### src/rtl/sd_modulator_tx.sv
// Sigma-delta bitstream transmitter: signed samples in via valid/ready, 1-bit SD clock/data out.
// Optional quantizer dither is enabled by defining SD_MOD_DITHER_EN.
module sd_modulator_tx #(
   parameter int ORDER       = 2,
   parameter int INPUT_WIDTH = 16,
   parameter int OSR         = 200,
   parameter int CLK_DIV     = 4
) (
   input  logic                          clk_i,
   input  logic                          rst_i,
   input  logic signed [INPUT_WIDTH-1:0] data_i,
   input  logic                          valid_i,
   output logic                          ready_o,
   output logic                          sd_clk_o,
   output logic                          sd_data_o,
   output logic                          frame_o,
   output logic                          overload_o
);

   localparam int N  = INPUT_WIDTH;
   localparam int W1 = N + 3;
   localparam int W2 = N + 6;
   localparam int A1 = W1 + 2;
   localparam int A2 = W2 + 2;
   localparam int QW = W2 + 2;
   localparam int DW = $clog2(CLK_DIV);
   localparam int BW = $clog2(OSR);

   localparam logic [DW-1:0] DIV_LAST = DW'(CLK_DIV - 1);
   localparam logic [DW-1:0] DIV_HALF = DW'(CLK_DIV / 2);
   localparam logic [DW-1:0] DIV_STEP = DW'(CLK_DIV / 2 - 1);
   localparam logic [BW-1:0] BIT_LAST = BW'(OSR - 1);

   localparam logic signed [A1-1:0] FS1  = A1'(1) << (N - 1);
   localparam logic signed [A1-1:0] MAX1 = (A1'(1) << (W1 - 1)) - A1'(1);
   localparam logic signed [A1-1:0] MIN1 = -MAX1;
   localparam logic signed [A2-1:0] FS2  = A2'(1) << (N - 1);
   localparam logic signed [A2-1:0] MAX2 = (A2'(1) << (W2 - 1)) - A2'(1);
   localparam logic signed [A2-1:0] MIN2 = -MAX2;

   logic [DW-1:0]        div_cnt;
   logic [DW-1:0]        div_nxt;
   logic [BW-1:0]        bit_cnt;
   logic signed [N-1:0]  active;
   logic signed [N-1:0]  pending;
   logic                 pending_full;
   logic signed [W1-1:0] i1;
   logic signed [W1-1:0] i1_nxt;
   logic signed [W2-1:0] i2;
   logic signed [W2-1:0] i2_nxt;
   logic signed [A1-1:0] i1_e;
   logic signed [A1-1:0] x_e;
   logic signed [A1-1:0] fb1;
   logic signed [A1-1:0] sum1;
   logic signed [A2-1:0] i2_e;
   logic signed [A2-1:0] i1n_e;
   logic signed [A2-1:0] fb2;
   logic signed [A2-1:0] sum2;
   logic signed [QW-1:0] quant;
   logic                 sat1;
   logic                 sat2;
   logic                 step;
   logic                 wrap;
   logic                 accept;
   logic                 bit_nxt;

`ifdef SD_MOD_DITHER_EN
   localparam logic signed [QW-1:0] DITH_OFS = QW'(8);
   logic [15:0]          lfsr;
   logic signed [QW-1:0] dith;
`endif

   always_comb begin
      div_nxt = (div_cnt == DIV_LAST) ? '0 : div_cnt + 1'b1;
      step    = (div_cnt == DIV_STEP);
      wrap    = step && (bit_cnt == BIT_LAST);
      accept  = valid_i && ready_o;
   end

   // Feedback always uses the bit currently on sd_data_o, i.e. the previous decision.
   always_comb begin
      i1_e   = {{(A1-W1){i1[W1-1]}}, i1};
      x_e    = {{(A1-N){active[N-1]}}, active};
      fb1    = sd_data_o ? FS1 : MIN1 + MAX1 - FS1;
      sum1   = i1_e + x_e - fb1;
      sat1   = 1'b0;
      i1_nxt = sum1[W1-1:0];
      if (sum1 > MAX1) begin
         i1_nxt = MAX1[W1-1:0];
         sat1   = 1'b1;
      end else if (sum1 < MIN1) begin
         i1_nxt = MIN1[W1-1:0];
         sat1   = 1'b1;
      end

      i2_e   = {{(A2-W2){i2[W2-1]}}, i2};
      i1n_e  = {{(A2-W1){i1_nxt[W1-1]}}, i1_nxt};
      fb2    = sd_data_o ? FS2 : MIN2 + MAX2 - FS2;
      sum2   = i2_e + i1n_e - fb2;
      sat2   = 1'b0;
      i2_nxt = sum2[W2-1:0];
      if (sum2 > MAX2) begin
         i2_nxt = MAX2[W2-1:0];
         sat2   = 1'b1;
      end else if (sum2 < MIN2) begin
         i2_nxt = MIN2[W2-1:0];
         sat2   = 1'b1;
      end

      if (ORDER == 2) begin
         quant = {{(QW-W2){i2_nxt[W2-1]}}, i2_nxt};
      end else begin
         quant = {{(QW-W1){i1_nxt[W1-1]}}, i1_nxt};
      end
`ifdef SD_MOD_DITHER_EN
      dith  = {{(QW-4){1'b0}}, lfsr[3:0]};
      quant = quant + dith - DITH_OFS;
`endif
      bit_nxt = ~quant[QW-1];
   end

   always_ff @(posedge clk_i) begin
      if (rst_i) begin
         div_cnt      <= '0;
         bit_cnt      <= '0;
         sd_clk_o     <= 1'b0;
         sd_data_o    <= 1'b0;
         frame_o      <= 1'b0;
         overload_o   <= 1'b0;
         ready_o      <= 1'b0;
         active       <= '0;
         pending      <= '0;
         pending_full <= 1'b0;
         i1           <= '0;
         i2           <= '0;
`ifdef SD_MOD_DITHER_EN
         lfsr         <= 16'hACE1;
`endif
      end else begin
         div_cnt  <= div_nxt;
         sd_clk_o <= (div_nxt < DIV_HALF);
         frame_o  <= 1'b0;

         if (step) begin
            i1        <= i1_nxt;
            sd_data_o <= bit_nxt;
            if (ORDER == 2) begin
               i2 <= i2_nxt;
            end
            if (sat1 || (ORDER == 2 && sat2)) begin
               overload_o <= 1'b1;
            end
`ifdef SD_MOD_DITHER_EN
            lfsr <= {lfsr[0] ^ lfsr[2] ^ lfsr[3] ^ lfsr[5], lfsr[15:1]};
`endif
            if (bit_cnt == BIT_LAST) begin
               bit_cnt <= '0;
               frame_o <= 1'b1;
            end else begin
               bit_cnt <= bit_cnt + 1'b1;
            end
         end

         // The wrap step itself still modulates the old sample; the new one applies from the next step.
         if (accept) begin
            pending      <= data_i;
            pending_full <= 1'b1;
            ready_o      <= 1'b0;
         end else if (wrap && pending_full) begin
            active       <= pending;
            pending_full <= 1'b0;
            ready_o      <= 1'b1;
         end else begin
            ready_o <= !pending_full;
         end
      end
   end

endmodule

### config.mk
export PLATFORM = sky130hd
export DESIGN_NAME = sd_modulator_tx
export DESIGN_NICKNAME = d
export VERILOG_FILES = /design/src/rtl/sd_modulator_tx.sv
export SDC_FILE = /design/constraint.sdc
export NUM_CORES = 1
export LEC_CHECK = 0
export ABC_AREA = 0
export ABC_CLOCK_PERIOD_IN_PS = 18900
export BUFFER_PORTS_ARGS = -buffer_cell sky130_fd_sc_hd__buf_2
export CAP_MARGIN = 20
export CORE_MARGIN = 2
export CORE_UTILIZATION = 50
export CTS_CLUSTER_SIZE = 10
export DETAILED_ROUTE_END_ITERATION = 12
export GPL_TIMING_DRIVEN = 0
export PLACE_DENSITY = 0.66
export SLEW_MARGIN = 20
export SYNTH_ARGS = -nofsm -noshare
export SYNTH_HDL_FRONTEND = slang
export SYNTH_SLANG_ARGS = --single-unit
### constraint.sdc
create_clock -name clk_i -period 18.9 [get_ports clk_i]
set_input_delay 0.945 -clock clk_i [delete_from_list [all_inputs] [get_ports clk_i]]
set_output_delay 0.945 -clock clk_i [all_outputs]
set_load 0.01 [all_outputs]
Word level (Yosys, flattened, before mapping)
Index checks and enable logic that the tools add are counted.
{ "totals": {"reg_bits": 89, "input_bits": 19, "elab_cells": 55} }
{ "op_classes": {"addsub": 6, "magnitude_cmp": 5, "eq_ne": 3, "muxes": 16, "bitwise_logic": 3, "n_reduce_logical": 10} }
{ "ops": {"columns": ["cell", "count"], "rows": [
  ["two-way mux 22 bit", 2],
  ["two-way mux 19 bit", 2],
  ["greater-than comparator 24 x 22 -> 1 bit, second input constant", 1],
  ["< comparator 24 x 22 -> 1 bit, second input constant", 1],
  ["two-way mux 24 bit", 1],
  ["subtractor 23 x 24 -> 24 bit", 1],
  ["adder 22 x 19 -> 23 bit", 1],
  ["greater-than comparator 21 x 19 -> 1 bit, second input constant", 1],
  ["< comparator 21 x 19 -> 1 bit, second input constant", 1],
  ["two-way mux 21 bit", 1],
  ["subtractor 20 x 21 -> 21 bit", 1],
  ["adder 19 x 16 -> 20 bit", 1],
  ["adder 8 x 1 -> 8 bit, second input constant", 1],
  ["== test 8 bit, second input constant", 1],
  ["two-way mux 1 bit", 8],
  ["two-way mux 8 bit", 1],
  ["AND reduction 2 bit", 2],
  ["OR reduction 2 bit", 2],
  ["logical AND 1 bit", 3],
  ["NOT 1 bit", 3],
  ["adder 2 x 1 -> 2 bit, second input constant", 1],
  ["== test 2 x 1 -> 1 bit, second input constant", 1],
  ["== test 2 bit, second input constant", 1],
  ["< comparator 2 bit, second input constant", 1],
  ["other kinds (4)", 4]
]} }

Longest topological paths before layout
{ "logic_depth": {"word_depth": 12, "mapped_depth": 33, "depth_no_buf": 29} }

Worst setup path before layout
Ideal clock, no wire load.
{ "synth_path": {"kind": "flip-flop to flip-flop", "startpoint": "register sd_data_o", "endpoint": "register i2[11]", "setup_ns": 0.119, "arrival_ns": 7.638, "path_slack_ns": 11.143, "path_stages_with_launch": 33, "n_path_buf": 4, "path_cell_list": "dfxtp_1 inv_1 fa_1 inv_1 ha_1 buf_2 a21o_1 a211o_1 mux2i_1 a311o_1 a211o_1 a21boi_2 nor2_1 clkbuf_1 a21oi_1 ha_1 inv_1 ha_1 clkbuf_1 nor2b_1 o31a_1 o41ai_2 a221oi_1 a21o_1 a21o_1 a21oi_1 xnor2_1 nor4_1 nand3_1 a2111oi_2 a31oi_2 buf_6 o221a_2"} }
{ "synth_between": {"elab_chain_len": 10, "word_cells_on_any_way": 13, "cone_classes": "add/sub: 3; order compare: 4; mux: 6"} }
{ "synth_lines": {"columns": ["item", "line_no", "rtl"], "rows": [
  ["start: declaration", "15", "output logic sd_data_o,"],
  ["start signal: assignment", "146", "sd_data_o <= bit_nxt;"],
  ["two-way mux 21 bit", "84", "fb1 = sd_data_o ? FS1 : MIN1 + MAX1 - FS1;"],
  ["subtractor 20 x 21 -> 21 bit", "85", "sum1 = i1_e + x_e - fb1;"],
  ["< comparator 21 x 19 -> 1 bit", "91", "end else if (sum1 < MIN1) begin"],
  ["two-way mux 19 bit", "91", null],
  ["two-way mux 19 bit", "88", "if (sum1 > MAX1) begin"],
  ["adder 22 x 19 -> 23 bit", "99", "sum2 = i2_e + i1n_e - fb2;"],
  ["subtractor 23 x 24 -> 24 bit (*)", "99", null],
  ["< comparator 24 x 22 -> 1 bit", "105", "end else if (sum2 < MIN2) begin"],
  ["two-way mux 22 bit", "105", null],
  ["two-way mux 22 bit (*)", "102", "if (sum2 > MAX2) begin"],
  ["end signal: assignment", "148", "i2 <= i2_nxt;"],
  ["end: declaration", "49", "logic signed [W2-1:0] i2;"]
]} }
Mark *: on every way between the ends. The rest lies on a longest branch, timed or not.
A chain may end at the register's enable or synchronous reset.

Worst setup path after layout
{ "layout_path": {"startpoint": "register sd_data_o", "endpoint": "register i2[13]"} }
Same word-level chain as after synthesis.

==> flow_summary.html <==
<table>
<tr><th>Metric</th><th>Value</th></tr>
<tr><th colspan="2">Floorplanning</th></tr>
<tr><td>Die height</td><td>between 100 and 150 um</td></tr>
<tr><td># rows</td><td>44</td></tr>
<tr><td>Placeable core region</td><td>about 14000 sq um</td></tr>
<tr><td>Initial core utilization</td><td>approximately half</td></tr>
<tr><td>Number of top-level pins</td><td>24</td></tr>
<tr><td>Die Outline Area</td><td>approximately 15000 sq um</td></tr>
<tr><td>Overall die width</td><td>124 um</td></tr>
<tr><th colspan="2">Logic synthesis</th></tr>
<tr><td>Share of async-settable or async-resettable flops after synthesis</td><td>0%</td></tr>
<tr><td>Share of synthesized cell area in and, or, nand and nor gates</td><td>a little under a fifth</td></tr>
<tr><td>Mean cell area of the mapped netlist</td><td>7.92 sq um</td></tr>
<tr><td>Adder and majority cell fraction of the synthesized area</td><td>between 10% and 20%</td></tr>
<tr><td>Yosys warnings</td><td>0</td></tr>
<tr><td>Sequential-to-total area share from yosys stat</td><td>24.6%</td></tr>
<tr><td>Number of nets in the synthesized netlist</td><td>roughly 1000</td></tr>
<tr><td>Synth cell types</td><td>85</td></tr>
<tr><td>Yosys top cell area share</td><td>between 20% and 30%</td></tr>
<tr><td>Share of cell area taken by muxes after synthesis</td><td>around 3.2%</td></tr>
<tr><td>Cell accounting for the most synthesized area</td><td>sky130_fd_sc_hd__dfxtp_1</td></tr>
<tr><td>Synth Instances</td><td>between 900 and 1000</td></tr>
<tr><td>Summed instance area of the synthesized netlist</td><td>~7300 sq um</td></tr>
<tr><td>Top FF cell, synth</td><td>sky130_fd_sc_hd__dfxtp_1</td></tr>
<tr><td>Largest family of logic cells by synthesized area</td><td>compound AO/OA/AOI/OAI gates</td></tr>
<tr><td>Synth area leaders</td><td>sky130_fd_sc_hd__dfxtp_1, sky130_fd_sc_hd__ha_1, sky130_fd_sc_hd__inv_1</td></tr>
<tr><td>Number of flops mapped to enable cells by yosys</td><td>0</td></tr>
<tr><td>XOR/XNOR Fraction of Synth Area</td><td>under 10%</td></tr>
<tr><td>Synthesis-stage register bit count</td><td>around 90</td></tr>
<tr><td>Fraction of the mapped netlist area in compound gates</td><td>around 24%</td></tr>
<tr><th colspan="2">Timing</th></tr>
<tr><td>Worst slew pin tran</td><td>0.954 ns</td></tr>
<tr><td>Final period utilization</td><td>roughly 50%</td></tr>
<tr><td>Maximum operating frequency</td><td>between 0.1 and 0.15 GHz</td></tr>
<tr><td>Worst-case clock skew</td><td>0.00845 ns</td></tr>
<tr><td>Tmin final</td><td>around 9.5 ns</td></tr>
<tr><td>Setup repair after global routing missed its margin</td><td>no</td></tr>
<tr><td>Worst slew margin relative to its limit</td><td>around 36%</td></tr>
<tr><td>Sum of negative setup slack</td><td>0 ns</td></tr>
<tr><td>Pins over their slew limit</td><td>0</td></tr>
<tr><td>Total of endpoints with negative setup slack in the final report</td><td>0</td></tr>
<tr><td>Hold violation total from the final report</td><td>0</td></tr>
<tr><th colspan="2">CTS</th></tr>
<tr><td>Clock sink count</td><td>a little under 90</td></tr>
<tr><td>CTS Hold Buffers Added</td><td>0</td></tr>
<tr><td>H-tree depth reported by CTS</td><td>3</td></tr>
<tr><td>TritonCTS Buffers</td><td>9</td></tr>
<tr><td>Buffers from clock root to sink, at most</td><td>2</td></tr>
<tr><td>Clock tree from TritonCTS</td><td>yes</td></tr>
<tr><td>CTS root buf</td><td>sky130_fd_sc_hd__clkbuf_16</td></tr>
<tr><td>Insertion delay of the later-clocked pin in the worst-skew pair</td><td>about 0.35 ns</td></tr>
<tr><td>Post-CTS Setup Bufs</td><td>0</td></tr>
<tr><td>Clock slew at the register clock pins of the worst setup and hold paths</td><td>~0.06 ns</td></tr>
<tr><td>Count of instances resized after the clock tree is built</td><td>0</td></tr>
<tr><th colspan="2">Run status</th></tr>
<tr><td>Result of the run</td><td>finished clean</td></tr>
<tr><th colspan="2">Route</th></tr>
<tr><td>Number of detailed-routing iterations run before antenna repair</td><td>5</td></tr>
<tr><td>DR DRC count</td><td>0</td></tr>
<tr><td>Final Routed Wirelength</td><td>approximately 18 mm</td></tr>
<tr><td>DR vias</td><td>approximately 6400</td></tr>
<tr><td>Routed wirelength normalized by instance count</td><td>around 16 um</td></tr>
<tr><td>Via-to-Cell Ratio</td><td>5.64</td></tr>
<tr><td>First-iteration detailed-routing DRC count</td><td>between 400 and 500</td></tr>
<tr><td>Post-DRT Antenna Nets</td><td>0</td></tr>
<tr><th colspan="2">Cells and area</th></tr>
<tr><td>Most used cells in the layout excluding fill and tap cells</td><td>sky130_fd_sc_hd__inv_1, sky130_fd_sc_hd__nor2_1, sky130_fd_sc_hd__dfxtp_1, sky130_fd_sc_hd__a21oi_1, sky130_fd_sc_hd__nand2_1</td></tr>
<tr><td>Final Net Count</td><td>roughly 1100</td></tr>
<tr><td>Antenna Cells</td><td>0</td></tr>
<tr><td>Share of final-layout standard cells stronger than drive strength 1</td><td>a little over a tenth</td></tr>
<tr><td>Layout overhead on the synthesized area</td><td>9.18%</td></tr>
<tr><td>Most common library cell in the layout ignoring fill and taps</td><td>sky130_fd_sc_hd__inv_1</td></tr>
<tr><th colspan="2">Critical path</th></tr>
<tr><td>Worst Path Max Fanout</td><td>10</td></tr>
<tr><td>Sum of buffers and inverters on the critical path</td><td>7</td></tr>
<tr><td>Master of the slowest instance on the critical path</td><td>sky130_fd_sc_hd__dfxtp_1</td></tr>
<tr><td>Type of destination of the critical path</td><td>flop</td></tr>
<tr><td>Crit path max-delay family</td><td>compound AO/OA/AOI/OAI gates</td></tr>
<tr><td>Startpoint type of the worst setup path</td><td>flop</td></tr>
<tr><td>Worst Path Class, Setup</td><td>reg2reg</td></tr>
<tr><td>Slowest cell delay on critical path</td><td>between 0.6 and 0.7 ns</td></tr>
<tr><td>Critical Path RT</td><td>between 15 and 20 ns</td></tr>
<tr><td>WP data arrival</td><td>slightly below 10 ns</td></tr>
<tr><th colspan="2">Placed design</th></tr>
<tr><td>Total of buffers placed on input and output ports</td><td>22</td></tr>
<tr><td>Half-perimeter wire length after detailed placement</td><td>between 10 and 15 mm</td></tr>
<tr><td>Final RePlAce weighted congestion</td><td>just over 0.9</td></tr>
<tr><th colspan="2">Hold path</th></tr>
<tr><td>Hold Crit Class</td><td>reg2reg</td></tr>
<tr><th colspan="2">Global route</th></tr>
<tr><td>Antenna violations before repair</td><td>0</td></tr>
<tr><td>First-pass GRT wire length</td><td>30.7 mm</td></tr>
<tr><td>Pin count of the biggest net entering global routing</td><td>16</td></tr>
<tr><td>Via count of the first global-routing pass</td><td>around 6200</td></tr>
<tr><td>GRT Resource Usage Total</td><td>around a quarter</td></tr>
<tr><td>GRT Residual Overflow</td><td>0</td></tr>
<tr><th colspan="2">Job</th></tr>
<tr><td>Maximum capacitance violations</td><td>0</td></tr>
</table>
[metrics by stage]
stage	hold slack (ns)	cell area, sq um	utilization, %	setup slack [ns]	instances
after floorplan	0.434	7250	-	11.14	916
after global placement	0.449	7590	52.8	9.63	1122
after detailed placement	0.451	7590	52.8	9.61	1122
after CTS	0.460	7920	55.1	9.56	1137
after global routing	0.481	7920	55.1	8.87	1137
final	0.457	7920	55.1	9.39	1137
[final timing paths]
path	startpoint	slack, ns	end	cells past startpoint
min	pending[2]	0.46	pending[2]	2
max reg2reg	sd_data_o	9.39	i2[13]	30
min reg2reg	pending[2]	0.46	pending[2]	2
max	sd_data_o	9.39	i2[13]	30
[layer usage]
layer  track usage (%)  up-vias  part of all wire, %
met5                 0        -                    0
met4              8.26        0                  2.1
met3              4.25       32                  4.5
met2              39.6      123                   45
met1              32.8     2970                   48
li1                  -     3283                    -
[tightest hold or removal path, delay by kind of cell (launching register included)]
family / cells / cell delay, ns
DFF: 1 / 0.31
and+or+nand+nor: 1 / 0.05
AOI/OAI and AO/OA: 1 / 0.05
[synthesized netlist by cell type (4+ instances only)]
| cell | n |
|---|---|
| sky130_fd_sc_hd__mux2i_1 | 22 |
| sky130_fd_sc_hd__clkbuf_1 | 26 |
| sky130_fd_sc_hd__nor2_1 | 94 |
| sky130_fd_sc_hd__o31ai_1 | 9 |
| sky130_fd_sc_hd__and3_1 | 5 |
| sky130_fd_sc_hd__o211a_1 | 5 |
| sky130_fd_sc_hd__xnor2_1 | 25 |
| sky130_fd_sc_hd__fa_1 | 9 |
| sky130_fd_sc_hd__nand3b_1 | 4 |
| sky130_fd_sc_hd__dfxtp_1 | 89 |
| sky130_fd_sc_hd__a21o_1 | 18 |
| sky130_fd_sc_hd__inv_1 | 116 |
| sky130_fd_sc_hd__nor2b_1 | 8 |
| sky130_fd_sc_hd__a21oi_1 | 77 |
| sky130_fd_sc_hd__buf_6 | 7 |
| sky130_fd_sc_hd__a21oi_2 | 5 |
| sky130_fd_sc_hd__xor2_1 | 9 |
| sky130_fd_sc_hd__a31o_2 | 4 |
| sky130_fd_sc_hd__a21boi_0 | 4 |
| sky130_fd_sc_hd__nor4b_1 | 4 |
| sky130_fd_sc_hd__a31oi_1 | 5 |
| sky130_fd_sc_hd__nand4_1 | 16 |
| sky130_fd_sc_hd__nand2b_1 | 6 |
| sky130_fd_sc_hd__o21a_1 | 13 |
| sky130_fd_sc_hd__a211oi_1 | 24 |
| sky130_fd_sc_hd__nand2_1 | 76 |
| sky130_fd_sc_hd__o221a_2 | 11 |
| sky130_fd_sc_hd__buf_2 | 6 |
| sky130_fd_sc_hd__nor3_1 | 23 |
| sky130_fd_sc_hd__o211ai_1 | 4 |
| sky130_fd_sc_hd__a211o_1 | 7 |
| sky130_fd_sc_hd__and2_1 | 7 |
| sky130_fd_sc_hd__nand3_1 | 12 |
| sky130_fd_sc_hd__o21ai_0 | 19 |
| sky130_fd_sc_hd__ha_1 | 75 |
[flip-flops by register name, summed over array words and instances, names as in the netlist]
signal / count
ready_o: 1
sd_clk_o: 1
i2: 22
pending_full: 1
overload_o: 1
frame_o: 1
active: 16
bit_cnt: 8
pending: 16
sd_data_o: 1
div_cnt: 2
i1: 19
[final cells by class]
type                    instances  area (sq um)
plain buffers                  44           256
clock buffers                  10           239
clock inverters                 5          86.3
fillers                      1393          6450
inverters                     116           435
multi-input cells             667          4780
flip-flops and latches         89          1780
well taps                     184           230
repair buffers                 22           110
[kinds of logic after synthesis]
group | after synthesis
buffers and inverters | 160
multiplexers | 23
flip-flops | 89
AND/OR/NAND/NOR | 282
AO/OA/AOI/OAI | 244
XOR/XNOR | 34
adder cells (fa/ha/maj) | 84
Power is not shown: default switching activity piles up to over one toggle a cycle in this logic, so the estimate is an artifact.
